## src/rtl/vp_pkg.sv

```systemverilog
// Shared video-pipeline definitions: default geometry widths, palette and
// the frame-statistics FSM encoding.
package vp_pkg;

  localparam int X_W_DEF = 11;
  localparam int Y_W_DEF = 10;

  localparam logic [23:0] WHITE = 24'hFFFFFF;
  localparam logic [23:0] BLACK = 24'h000000;
  localparam logic [23:0] RED   = 24'hFF0000;

  typedef enum logic [1:0] {
    WAIT_SYNC = 2'd0,
    ACCUM     = 2'd1,
    LATCH     = 2'd2
  } bbox_state_t;

endpackage

```

## src/rtl/bbox_accum.sv

```systemverilog
// Pixel position counters plus the running min/max/count of white pixels
// for the frame currently being received.
module bbox_accum
  import vp_pkg::*;
#(
  parameter int X_W   = X_W_DEF,
  parameter int Y_W   = Y_W_DEF,
  parameter int CNT_W = 20
) (
  input  logic             clk,
  input  logic             rst,
  input  logic             i_de,
  input  logic             i_pix,
  input  logic             i_vs_rise,
  input  logic             i_init,
  input  logic             i_en,
  output logic [X_W-1:0]   o_x,
  output logic [Y_W-1:0]   o_y,
  output logic [X_W-1:0]   o_min_x,
  output logic [X_W-1:0]   o_max_x,
  output logic [Y_W-1:0]   o_min_y,
  output logic [Y_W-1:0]   o_max_y,
  output logic [CNT_W-1:0] o_count
);

  logic             r_de_d;
  logic [X_W-1:0]   r_x;
  logic [Y_W-1:0]   r_y;
  logic [X_W-1:0]   r_min_x;
  logic [X_W-1:0]   r_max_x;
  logic [Y_W-1:0]   r_min_y;
  logic [Y_W-1:0]   r_max_y;
  logic [CNT_W-1:0] r_count;
  logic             w_de_fall;

  assign w_de_fall = r_de_d & ~i_de;

  // Both counters saturate instead of wrapping so oversized lines/frames clamp.
  always_ff @(posedge clk) begin
    if (rst) begin
      r_de_d <= 1'b0;
      r_x    <= '0;
      r_y    <= '0;
    end else begin
      r_de_d <= i_de;
      if (i_de) begin
        if (r_x != '1) r_x <= r_x + 1'b1;
      end else if (w_de_fall) begin
        r_x <= '0;
      end
      if (i_vs_rise) begin
        r_y <= '0;
      end else if (w_de_fall && (r_y != '1)) begin
        r_y <= r_y + 1'b1;
      end
    end
  end

  always_ff @(posedge clk) begin
    if (rst || i_init) begin
      r_min_x <= '1;
      r_max_x <= '0;
      r_min_y <= '1;
      r_max_y <= '0;
      r_count <= '0;
    end else if (i_en && i_de && i_pix) begin
      if (r_x < r_min_x) r_min_x <= r_x;
      if (r_x > r_max_x) r_max_x <= r_x;
      if (r_y < r_min_y) r_min_y <= r_y;
      if (r_y > r_max_y) r_max_y <= r_y;
      if (r_count != '1) r_count <= r_count + 1'b1;
    end
  end

  assign o_x     = r_x;
  assign o_y     = r_y;
  assign o_min_x = r_min_x;
  assign o_max_x = r_max_x;
  assign o_min_y = r_min_y;
  assign o_max_y = r_max_y;
  assign o_count = r_count;

endmodule

```

## src/rtl/mono_bbox_overlay.sv

```systemverilog
// Tracks the white-pixel bounding box of each mono frame, publishes it at the
// next vsync and draws the published box as an outline on the RGB output.
module mono_bbox_overlay
  import vp_pkg::*;
#(
  parameter int          X_W       = X_W_DEF,
  parameter int          Y_W       = Y_W_DEF,
  parameter int          CNT_W     = 20,
  parameter int          MIN_PIX   = 64,
  parameter logic [23:0] BOX_COLOR = RED
) (
  input  logic             clk,
  input  logic             rst,
  input  logic             pre_frame_vsync,
  input  logic             pre_frame_hsync,
  input  logic             pre_frame_de,
  input  logic             monoc,
  output logic             post_frame_vsync,
  output logic             post_frame_hsync,
  output logic             post_frame_de,
  output logic [23:0]      post_rgb,
  output logic [X_W-1:0]   box_left,
  output logic [X_W-1:0]   box_right,
  output logic [Y_W-1:0]   box_top,
  output logic [Y_W-1:0]   box_bottom,
  output logic [CNT_W-1:0] box_count,
  output logic             box_valid,
  output logic             frame_done
);

  bbox_state_t      r_state, w_next_state;
  logic             r_vs_d, r_vs_rise;
  logic             w_vs_rise, w_latch, w_accum_en;
  logic [X_W-1:0]   w_x, w_min_x, w_max_x;
  logic [Y_W-1:0]   w_y, w_min_y, w_max_y;
  logic [CNT_W-1:0] w_count;
  logic [X_W-1:0]   r_box_left, r_box_right;
  logic [Y_W-1:0]   r_box_top, r_box_bottom;
  logic [CNT_W-1:0] r_box_count;
  logic             r_box_valid, r_frame_done;
  logic             r_post_vs, r_post_hs, r_post_de;
  logic [23:0]      r_post_rgb, w_rgb;
  logic             w_on_col, w_on_row, w_border;

  assign w_vs_rise = pre_frame_vsync & ~r_vs_d;

  always_ff @(posedge clk) begin
    if (rst) begin
      r_vs_d    <= 1'b0;
      r_vs_rise <= 1'b0;
      r_state   <= WAIT_SYNC;
    end else begin
      r_vs_d    <= pre_frame_vsync;
      r_vs_rise <= w_vs_rise;
      r_state   <= w_next_state;
    end
  end

  // The first vsync after reset only arms accumulation, discarding the partial frame.
  always_comb begin
    w_next_state = r_state;
    case (r_state)
      WAIT_SYNC: if (r_vs_rise) w_next_state = ACCUM;
      ACCUM:     if (r_vs_rise) w_next_state = LATCH;
      LATCH:     w_next_state = ACCUM;
      default:   w_next_state = WAIT_SYNC;
    endcase
  end

  always_comb begin
    w_latch    = (r_state == LATCH);
    w_accum_en = (r_state == ACCUM) && !w_vs_rise;
  end

  bbox_accum #(.X_W(X_W), .Y_W(Y_W), .CNT_W(CNT_W)) u_accum (
    .clk       (clk),
    .rst       (rst),
    .i_de      (pre_frame_de),
    .i_pix     (monoc),
    .i_vs_rise (w_vs_rise),
    .i_init    (w_latch),
    .i_en      (w_accum_en),
    .o_x       (w_x),
    .o_y       (w_y),
    .o_min_x   (w_min_x),
    .o_max_x   (w_max_x),
    .o_min_y   (w_min_y),
    .o_max_y   (w_max_y),
    .o_count   (w_count)
  );

  always_ff @(posedge clk) begin
    if (rst) begin
      r_box_left   <= '0;
      r_box_right  <= '0;
      r_box_top    <= '0;
      r_box_bottom <= '0;
      r_box_count  <= '0;
      r_box_valid  <= 1'b0;
      r_frame_done <= 1'b0;
    end else begin
      r_frame_done <= w_latch;
      if (w_latch) begin
        r_box_left   <= w_min_x;
        r_box_right  <= w_max_x;
        r_box_top    <= w_min_y;
        r_box_bottom <= w_max_y;
        r_box_count  <= w_count;
        r_box_valid  <= (w_count >= CNT_W'(MIN_PIX));
      end
    end
  end

  always_comb begin
    w_on_col = ((w_x == r_box_left) || (w_x == r_box_right)) &&
               (w_y >= r_box_top) && (w_y <= r_box_bottom);
    w_on_row = ((w_y == r_box_top) || (w_y == r_box_bottom)) &&
               (w_x >= r_box_left) && (w_x <= r_box_right);
    w_border = w_on_col || w_on_row;
    w_rgb    = (r_box_valid && w_border) ? BOX_COLOR : (monoc ? WHITE : BLACK);
  end

  always_ff @(posedge clk) begin
    if (rst) begin
      r_post_vs  <= 1'b0;
      r_post_hs  <= 1'b0;
      r_post_de  <= 1'b0;
      r_post_rgb <= '0;
    end else begin
      r_post_vs  <= pre_frame_vsync;
      r_post_hs  <= pre_frame_hsync;
      r_post_de  <= pre_frame_de;
      r_post_rgb <= pre_frame_de ? w_rgb : BLACK;
    end
  end

  assign post_frame_vsync = r_post_vs;
  assign post_frame_hsync = r_post_hs;
  assign post_frame_de    = r_post_de;
  assign post_rgb         = r_post_rgb;
  assign box_left         = r_box_left;
  assign box_right        = r_box_right;
  assign box_top          = r_box_top;
  assign box_bottom       = r_box_bottom;
  assign box_count        = r_box_count;
  assign box_valid        = r_box_valid;
  assign frame_done       = r_frame_done;

endmodule

```

## config.mk

```make
export PLATFORM = sky130hd
export DESIGN_NAME = mono_bbox_overlay
export DESIGN_NICKNAME = d
export VERILOG_FILES = /design/src/rtl/vp_pkg.sv /design/src/rtl/bbox_accum.sv /design/src/rtl/mono_bbox_overlay.sv
export SDC_FILE = /design/constraint.sdc
export NUM_CORES = 1
export LEC_CHECK = 0
export ABC_AREA = 1
export BUFFER_PORTS_ARGS = -buffer_cell sky130_fd_sc_hd__buf_2
export CORE_MARGIN = 2
export CORE_UTILIZATION = 56
export DETAILED_ROUTE_END_ITERATION = 16
export PLACE_DENSITY_LB_ADDON = 0.2
export SLEW_MARGIN = 30
export SYNTH_ARGS = -nofsm -noshare
export SYNTH_HDL_FRONTEND = slang
export SYNTH_HIERARCHICAL = 1
export SYNTH_SLANG_ARGS = --single-unit
```

## constraint.sdc

```tcl
create_clock -name clk -period 3.83 [get_ports clk]
set_clock_uncertainty 0.1 [all_clocks]
set_input_delay 0.383 -clock clk [delete_from_list [all_inputs] [get_ports clk]]
set_output_delay 0.383 -clock clk [all_outputs]
set_load 0.01 [all_outputs]
```

# Word-level counts from Yosys, hierarchy flattened
# Index checks and enable logic that the tools add are counted.
[classes]
eq_ne = 12
reduce_logical = 26
n_addsub = 3
n_mux = 8
bitwise_logic = 4
n_lt_le_gt_ge = 9
[op_table]
columns = ["operator", "count"]
rows = [
  ["2-to-1 mux 24 bit", 2],
  ["2-to-1 mux 11 bit", 3],
  ["equality test 11 bit", 2],
  ["adder 20 x 1 -> 20 bit, second input constant", 1],
  ["equality test 10 bit", 2],
  ["greater-or-equal comparator 20 x 7 -> 1 bit, second input constant", 1],
  ["!= test 20 bit, second input constant", 1],
  ["AND reduction 2 bit", 7],
  ["adder 11 x 1 -> 11 bit, second input constant", 1],
  ["greater-or-equal comparator 11 bit", 1],
  ["> comparator 11 bit", 1],
  ["less-or-equal comparator 11 bit", 1],
  ["less-than comparator 11 bit", 1],
  ["!= test 11 bit, second input constant", 1],
  ["adder 10 x 1 -> 10 bit, second input constant", 1],
  ["greater-or-equal comparator 10 bit", 1],
  ["> comparator 10 bit", 1],
  ["less-or-equal comparator 10 bit", 1],
  ["less-than comparator 10 bit", 1],
  ["!= test 10 bit, second input constant", 1],
  ["logical AND 1 bit", 9],
  ["one-hot mux 2 bit (3 select lines)", 1],
  ["logical OR 1 bit", 4],
  ["2-to-1 mux 2 bit", 2],
  ["11 further kinds", 15],
]
[totals]
register_bits = 177
word_cells = 83
output_inout_bits = 91
inputBits = 6

# Depth between registers and ports, before layout
# Gate-level depths: netlist (run 1).
[depth]
ltp_word = 7
ltp_mapped = 13

# By module
# The synthesis (run 1) kept the hierarchy.
[by_module_without_submodules]
columns = ["module", "area_each_um2", "seq_area_each_um2", "cells_each", "instances"]
rows = [
  ["bbox_accum", 4996.0, 1681.6, 739, 1],
  ["mono_bbox_overlay", 3764.9, 1441.4, 491, 1],
]

# Worst setup path before layout (run 1)
# No wires, ideal clock.
[synth_path]
path_kind = "flip-flop to flip-flop"
from = "reg u_accum.r_x[8], in the netlist u_accum/o_x[8]"
to = "reg u_accum.r_min_x[0], in the netlist u_accum/o_min_x[0]"
t_arrival_ns = 1.567
period_less_slack_ns = 1.797
path_stages_with_launch = 9
required_time_ns = 3.600
setup_slack_ns = 2.033
path_buffers = 1
cell_sequence = "dfxtp_1 > ha_1 > a21oi_1 > nor2_1 > nor3b_1 > nand3_1 > clkbuf_1 > nand2_1 > nand3_1"
[synth_via]
elab_chain_cells = 2
[synth_rtl]
columns = ["item", "line", "source"]
rows = [
  ["start, declared", "bbox_accum.sv:27", "logic [X_W-1:0] r_x;"],
  ["start signal, assigned", "bbox_accum.sv:47", "if (r_x != '1) r_x <= r_x + 1'b1;"],
  ["less-than comparator 11 bit", "bbox_accum.sv:67", "if (r_x < r_min_x) r_min_x <= r_x;"],
  ["AND reduction 2 bit (no line)", "n/a", ""],
  ["end signal, assigned", "bbox_accum.sv:67", ""],
  ["end, declared", "bbox_accum.sv:29", "logic [X_W-1:0] r_min_x;"],
]
# No other way between the ends.
# A chain may end at the register's enable or synchronous reset.

# Worst setup path after layout (run 1)
[layout_path]
from = "reg r_state[1]"
to = "reg r_box_top[5], in the netlist box_top[5]"
[layout_via]
elab_chain_cells = 1
[layout_rtl]
columns = ["item", "line", "source"]
rows = [
  ["start, declared", "mono_bbox_overlay.sv:31", "bbox_state_t r_state, w_next_state;"],
  ["start signal, assigned", "mono_bbox_overlay.sv:55", "r_state <= w_next_state;"],
  ["equality test 2 bit", "mono_bbox_overlay.sv:71", "w_latch = (r_state == LATCH);"],
  ["end signal, assigned", "mono_bbox_overlay.sv:106", "r_box_top <= w_min_y;"],
  ["end, declared", "mono_bbox_overlay.sv:38", "logic [Y_W-1:0] r_box_top, r_box_bottom;"],
]
# No other way between the ends.

==> results of run 1 <==
-- critical path: stages, from the launching register on --
cell	delay (ns)
dfxtp_1	0.34
inv_2	0.05
nor2_4	0.51
clkinv_2	0.84
buf_4	0.53
o21ai_0	0.24
a21oi_1	0.06
-- Yosys cell counts (3+ instances only) --
library cell and number:
clkbuf_1 18, o21ai_0 72, ha_1 85, nand2_2 5
a21o_1 3, buf_1 3, nor2_2 6, a21oi_2 9
o21a_1 5, buf_4 25, nand2_1 259, nand4_1 21
inv_2 8, dfxtp_1 156, nand3_1 65, nand3_2 4
buf_2 10, nor2_1 152, inv_1 148, buf_6 5
clkbuf_2 3, xor2_1 12, nand3b_1 3, a21oi_1 119
nor3_1 12, xnor2_1 4
-- routing by layer --
| metal | global-route usage | wire (µm) | vias to the layer above |
|---|---|---|---|
| met1 | 0.3588 | 10050 | 3653 |
| met5 | 0 | 0 | - |
| met4 | 0.09143 | 333 | 0 |
| met3 | 0.05161 | 1351 | 25 |
| met2 | 0.4192 | 9360 | 246 |
| li1 | - | - | 4054 |
-- worst max-delay path by stage --
stage                              end  depth (start not counted)             from  slack (ns)
detailed placement  u_accum/o_min_y[3]                         12  pre_frame_vsync        1.33
floorplan           u_accum/o_min_x[0]                          8   u_accum/o_x[8]        2.03
global route                box_top[9]                          6       r_state[1]        0.70
global placement            box_top[9]                          6       r_state[1]        1.37
CTS                         box_top[1]                          6       r_state[1]        1.35
finish                      box_top[5]                          6       r_state[1]        1.01
-- cell type report --
cell class / count / share of cell area
Multi-Input combinational cell: 851 / 0.4770
Sequential cell: 156 / 0.3209
Inverter: 158 / 0.06146
Timing Repair Buffer: 99 / 0.05168
Clock buffer: 19 / 0.04448
Tap cell: 211 / 0.02713
Clock inverter: 13 / 0.01736
-- through the flow --
stage	worst slack, ns	area, µm²
after floorplan	2.033	8761
after global placement	1.370	9128
after detailed placement	1.330	9128
after CTS	1.352	9729
after global routing	0.6962	9732
final	1.011	9732
-- power by group through the flow --
| stage | sequential (µW) | clock, µW | combinational [µW] |
|---|---|---|---|
| 5_1_grt | 1670 | 1810 | 279 |
| 2_1_floorplan | 1700 | 0 | 186 |
| 3_3_place_gp | 1700 | 0 | 240 |
| 6_report | 1670 | 1730 | 246 |
| 4_1_cts | 1670 | 1750 | 245 |
| 3_5_place_dp | 1700 | 0 | 243 |
-- flip-flops by register name, summed over array words and instances (netlist names), 2 cells and up --
| register | cells |
|---|---|
| box_bottom | 10 |
| box_count | 20 |
| box_left | 11 |
| box_right | 11 |
| box_top | 10 |
| post_rgb | 2 |
| r_state | 2 |
| u_accum/o_count | 20 |
| u_accum/o_max_x | 11 |
| u_accum/o_max_y | 10 |
| u_accum/o_min_x | 11 |
| u_accum/o_min_y | 10 |
| u_accum/o_x | 11 |
| u_accum/o_y | 10 |
-- placed cells by master (no fill, tap or decap), types with 5 or more instances in the layout --
| master | Yosys | final |
|---|---|---|
| a21oi_1 | 119 | 119 |
| a21oi_2 | 9 | 9 |
| buf_2 | 10 | 96 |
| clkbuf_16 | 0 | 17 |
| dfxtp_1 | 156 | 156 |
| ha_1 | 85 | 85 |
| inv_1 | 148 | 148 |
| inv_2 | 8 | 6 |
| nand2_1 | 259 | 259 |
| nand2_2 | 5 | 5 |
| nand3_1 | 65 | 65 |
| nand4_1 | 21 | 21 |
| nor2_1 | 152 | 151 |
| nor2_2 | 6 | 7 |
| nor3_1 | 12 | 12 |
| o21a_1 | 5 | 5 |
| o21ai_0 | 72 | 72 |
| xor2_1 | 12 | 12 |
-- cell families after synthesis --
group | synth area share
AO/OA/AOI/OAI | 0.1294
flip-flops | 0.3565
AND/OR/NAND/NOR | 0.2628
buffers and inverters | 0.1140
adder cells (fa/ha/maj) | 0.1214
XOR/XNOR | 0.01599
==> key figures, run 1 <==
Clocking
  – CTS tree: done
  – CTS clk-pin slew, worst paths: 0.06 ns
  – Clock Tree Root: clkbuf_16
  – Sink Count: 156
  – Total CTS buffers: 17
  – Post-CTS sizing: 0
  – Setup Buffers After CTS: 0
  – Worst-Skew Late Latency: 0.43 ns
  – Clock Path Buffers: 2
  – CTS HTree Levels: 4
  – Hold Buf Count CTS: 0

GRT
  – All-layer global routing usage: 0.2632
  – Global-route wire length before repair: 35000 µm
  – Initial antenna violation count: 0
  – Largest net degree at the start of global routing: 65
  – Vias in the first global route: 7253
  – Gr ovfl total: 0

Pwr
  – Comb power frac: 0.068
  – Sw frac: 0.2441
  – Fraction of power consumed by sequential logic: 0.458
  – Overall power: 3644 µW
  – Internal: 2754 µW
  – Maximum VDD drop: 0.3209 mV
  – Leakage: 0.004744 µW
  – Power per cell area: 374.4 mW/mm²
  – P_sw: 889.5 µW
  – Clock power share: 0.475

STA
  – Final setup viols: 0
  – Pins Over Slew Limit: 0
  – Max Clock Freq: 354.8 MHz
  – Worst hold margin: 0.07441 ns
  – Unrepaired setup endpoints after global routing: no
  – Tcrit/Tclk final: 0.7360
  – Slew HR: 0.4005
  – Endpoints failing hold: 0
  – Period minus WS final: 2.819 ns
  – Post-route setup TNS: 0 ns
  – Slew @ Worst Pin: 0.8937 ns

Final layout
  – Layout cells sized above 1: 0.1312
  – Final nets: 1374
  – Fill count: 1367
  – Final non-filler cell total: 1507
  – Multi-input logic area: 0.004642 mm²
  – Seq. cell area: 0.003123 mm²
  – P&R area growth vs syn: 11.08%
  – Finished Core Util: 0.6378
  – Inserted Diodes: 0

Critical path
  – Critical Path RT: 4.04 ns
  – Critical path type: reg2reg
  – Crit path max fanout: 64
  – CP endpoint kind: flip-flop
  – Startpoint Class: flip-flop
  – Worst EP arrival: 3.03 ns
  – Reg-to-Reg End: box_top[5]
  – Worst reg-to-reg setup slack: 1.01 ns
  – Register-to-Register Path Depth: 6
  – FF-to-FF Start: r_state[1]

Run
  – Max_cap viols: 0

Place
  – DP Cell Count: 1475
  – PortBufs: 96
  – Gp weighted congestion: 0.8863
  – DP HPWL: 14980 µm

Logic synthesis
  – Cell Area, Synth: 0.008761 mm²
  – #FFs+latches synth: 156
  – FFs w/ async S/R, synth: 0
  – Sequential area share after synthesis: 0.3565
  – Top_reg_cell synth: dfxtp_1
  – Netlist cell types: 40
  – Mean Syn Cell Area: 7.123 µm²
  – Synth top area cells: dfxtp_1 (36%), ha_1 (12%), nand2_1 (11%)
  – Mapped Cells: 1230
  – YS warnings: 6
  – Synth top area share: 0.3565
  – Cell taking the most area after synthesis: dfxtp_1
  – Number of synthesized flops with an enable pin: 0
  – Mapped Nets: 1321

Routing
  – Total number of vias: 7978
  – Initial DRC count: 501
  – Routed WL: 21090 µm
  – DR vias/cell: 5.294
  – DRT Pass-1 Iters: 4
  – WL/cell: 14.00 µm
  – Remaining DRCs: 0
  – Final ANT Viol Nets: 0

Floorplanning
  – Initial Util: 0.5742
  – Die X: 129.1 µm
  – Rows: 45
  – I/O pins: 97
  – Die footprint: 0.01666 mm²
  – CORE AREA: 0.01526 mm²
  – Die Span Y: 129.1 µm

Worst hold path
  – Critical hold path startpoint: pre_frame_hsync
  – Worst hold path class: in2reg
  – Hold Path Stages: 3
  – Hold Crit Endpoint: post_frame_hsync

Outcome
  – Status: completed
(Power assumes the default switching activity.)
==> inputs of run 2 (changes only) <==
--- a/config.mk
+++ b/config.mk
@@ -8,7 +8,7 @@
 export ABC_AREA = 1
 export BUFFER_PORTS_ARGS = -buffer_cell sky130_fd_sc_hd__buf_2
 export CORE_MARGIN = 2
-export CORE_UTILIZATION = 56
+export CORE_UTILIZATION = 54
 export DETAILED_ROUTE_END_ITERATION = 16
 export PLACE_DENSITY_LB_ADDON = 0.2
 export SLEW_MARGIN = 30
==> constraint.sdc (replaced) <==
create_clock -name clk -period 2.5 [get_ports clk]
set_clock_uncertainty 0.1 [all_clocks]
set_input_delay 0.25 -clock clk [delete_from_list [all_inputs] [get_ports clk]]
set_output_delay 0.25 -clock clk [all_outputs]
set_load 0.01 [all_outputs]
==> run 2 against run 1 <==
Effect of this change:
- die area increased by 3.6%
- first-iteration DRC count rose by 5.8%
- count of clock-buffer cells in the layout up 8
- setup slack worse by 0.85 ns
- largest cell class unchanged
- sequential power increased by 53%
- non-clock buffer count grew 23
- via count rose by 0.13%
- sequential share of layout area decreased by 0.75 points
- register-to-register slack got worse by 0.71 ns
==> key figures, run 2 (synthesized netlist as in run 1, its figures left out) <==
Outcome
  – Status: completed (unchanged)

Final layout
  – Layout cells sized above 1: 0.1425 (was 0.1312)
  – Fill count: 1469 (was 1367)
  – Inserted Diodes: 0 (unchanged)
  – Design area: 0.009965 mm² (was 0.009732 mm²)
  – Most common cell after layout, fill and taps aside: nand2_1 (unchanged)
  – Final non-filler cell total: 1535 (was 1507)
  – P&R area growth vs syn: 13.74% (was 11.08%)
  – Final nets: 1397 (was 1374)
  – Finished Core Util: 0.6273 (was 0.6378)
  – Commonest non-fill, non-tap cells in the layout: nand2_1 (259), dfxtp_1 (156), nor2_1 (151) (unchanged)

Floorplanning
  – Rows: 46 (was 45)
  – Initial Util: 0.5515 (was 0.5742)
  – Die footprint: 0.01726 mm² (was 0.01666 mm²)
  – CORE AREA: 0.01589 mm² (was 0.01526 mm²)
  – Die X: 131.4 µm (was 129.1 µm)
  – I/O pins: 97 (unchanged)
  – Die Span Y: 131.4 µm (was 129.1 µm)

Worst hold path
  – Critical hold path startpoint: pre_frame_de (was pre_frame_hsync)
  – Hold Crit Endpoint: u_accum/r_de_d (was post_frame_hsync)
  – Worst hold path class: in2reg (unchanged)
  – Hold Path Stages: 3 (unchanged)

GRT
  – Vias in the first global route: 7106 (was 7253)
  – All-layer global routing usage: 0.2506 (was 0.2632)
  – Initial antenna violation count: 0 (unchanged)
  – Largest net degree at the start of global routing: 52 (was 65)
  – Global-route wire length before repair: 35270 µm (was 35000 µm)
  – Gr ovfl total: 0 (unchanged)

Pwr
  – Power per cell area: 570.2 mW/mm² (was 374.4 mW/mm²)
  – Maximum VDD drop: 0.5280 mV (was 0.3209 mV)
  – Leakage: 0.004889 µW (was 0.004744 µW)

STA
  – Max Clock Freq: 428.4 MHz
  – Post-route setup TNS: 0 ns (unchanged)
  – Pins Over Slew Limit: 0 (unchanged)
  – Endpoints failing hold: 0 (unchanged)
  – Unrepaired setup endpoints after global routing: no (unchanged)
  – Tcrit/Tclk final: 0.9337
  – Slew @ Worst Pin: 0.5957 ns (was 0.8937 ns)
  – Slew HR: 0.6024 (was 0.4005)
  – Final Worst Setup Slack: 0.1657 ns (was 1.011 ns)
  – Period minus WS final: 2.334 ns
  – Final setup viols: 0 (unchanged)

Clocking
  – Sink Count: 156 (unchanged)
  – Clock Path Buffers: 2 (unchanged)
  – Total CTS buffers: 17 (unchanged)
  – CTS clk-pin slew, worst paths: 0.06 ns (about the same)
  – Worst-Skew Late Latency: 0.43 ns (about the same)
  – Clock Tree Root: clkbuf_16 (unchanged)
  – Post-CTS sizing: 0 (unchanged)
  – CTS HTree Levels: 4 (unchanged)
  – CTS tree: done (unchanged)

Routing
  – DR vias/cell: 5.204 (was 5.294)
  – Remaining DRCs: 0 (unchanged)
  – Routed WL: 21400 µm (was 21090 µm)
  – Initial DRC count: 530 (was 501)
  – Total number of vias: 7988 (was 7978)
  – WL/cell: 13.94 µm (was 14.00 µm)
  – DRT Pass-1 Iters: 5 (was 4)
  – Final ANT Viol Nets: 0 (unchanged)

Critical path
  – Slowest-stage cell, CP: dlygate4sd3_1 (was clkinv_2)
  – Crit-path cells: dlygate4sd3_1 -> buf_2 -> inv_1 -> nor2_1 -> nor2_1 -> nand3_1 -> inv_2 -> nand2_1 -> nor2_1 -> nand3_1 -> buf_4 -> nor2_1 -> nor2_1 -> nand2_1 (was inv_2 -> nor2_4 -> clkinv_2 -> buf_4 -> o21ai_0 -> a21oi_1)
  – Reg-to-Reg End: u_accum/o_min_y[7] (was box_top[5])
  – Cell mode on critical path: nor2_1
  – FF-to-FF Start: r_state[0] (was r_state[1])
  – Register-to-Register Path Depth: 11 (was 6)
  – Worst EP arrival: 2.61 ns (was 3.03 ns)
  – WP buf/inv: 5 (was 3)
  – Critical Path Max Stage Delay: 0.54 ns (was 0.84 ns)
  – Top delay family on crit path: buffers and inverters (unchanged)
  – Critical Path RT: 2.77 ns (was 4.04 ns)
  – Crit path max fanout: 12 (was 64)
  – CP endpoint kind: flip-flop (unchanged)
  – Startpoint Class: input pin (was flip-flop)
  – Critical path type: in2reg (was reg2reg)
  – Worst reg-to-reg setup slack: 0.30 ns (was 1.01 ns)

Place
  – Gp weighted congestion: 0.9013 (was 0.8863)
  – DP Cell Count: 1500 (was 1475)
  – DP HPWL: 15680 µm (was 14980 µm)
  – Pre-CTS WS: 0.3347 ns (was 1.330 ns)
  – PortBufs: 96 (unchanged)
  – Post-DP Area: 0.009309 mm² (was 0.009128 mm²)

Run
  – Max_cap viols: 0 (unchanged)
run 2: cell types whose count changed in the layout (fill, tap and decap cells not counted), sizes merged:
| cell | previous run | this run |
|---|---|---|
| buf | 99 | 119 |
| clkinv | 8 | 2 |
| inv | 156 | 157 |
| clkinvlp | 4 | 1 |
| clkbuf | 19 | 27 |
| dlygate4sd3 | 0 | 3 |
run 2: power by group:
part / internal, µW / leakage (µW) / switching, µW
combinational: 136 / 0.00332 / 256
clock: 1730 / 0.000304 / 1000
sequential: 2520 / 0.00126 / 31.5
total: 4390 / 0.00489 / 1290
run 2: timing repair:
| action | CTS | global route |
|---|---|---|
| endpoints found under the hold margin | 3 | 0 |
| hold buffers | 3 | 0 |
| setup buffers | 0 | 0 |
run 2: final cells by class:
type                    instances  area (µm²)  share of cell area
multi-input cells             851        4642              0.4658
well taps                     216       270.3             0.02712
flip-flops and latches        156        3123              0.3134
repair buffers                122       708.2             0.07107
inverters                     158       595.6             0.05977
clock inverters                 5       102.6             0.01030
clock buffers                  27       523.0             0.05249
run 2: layer usage:
metal,global-route usage,share of wire
met5,0,0
met4,0.07911,0.020
met3,0.04900,0.059
met2,0.4053,0.45
met1,0.3387,0.48
run 2: through the flow:
stage	hold slack, ns	total power (µW)
2_1_floorplan	0.2191	2896
3_3_place_gp	0.3279	2989
3_5_place_dp	0.3380	2994
4_1_cts	0.01804	5727
5_1_grt	0.04114	5883
6_report	0.03558	5681
run 2: worst max path at each step:
stage | from | endpoint | slack (ns) | cells after the start
CTS | pre_frame_vsync | u_accum/o_min_y[1] | 0.19 | 14
global placement | pre_frame_vsync | u_accum/o_max_x[6] | 0.37 | 11
finish | pre_frame_vsync | u_accum/o_min_y[7] | 0.17 | 14
global route | pre_frame_vsync | u_accum/o_max_x[0] | 0.03 | 12
floorplan | u_accum/o_x[8] | u_accum/o_min_x[0] | 0.70 | 8
detailed placement | pre_frame_vsync | u_accum/o_min_y[6] | 0.33 | 13
run 2: tightest hold or removal path, delay by kind of cell:
kind,cells,cell delay (ns)
simple gates,1,0.04
buf+inv,2,0.23
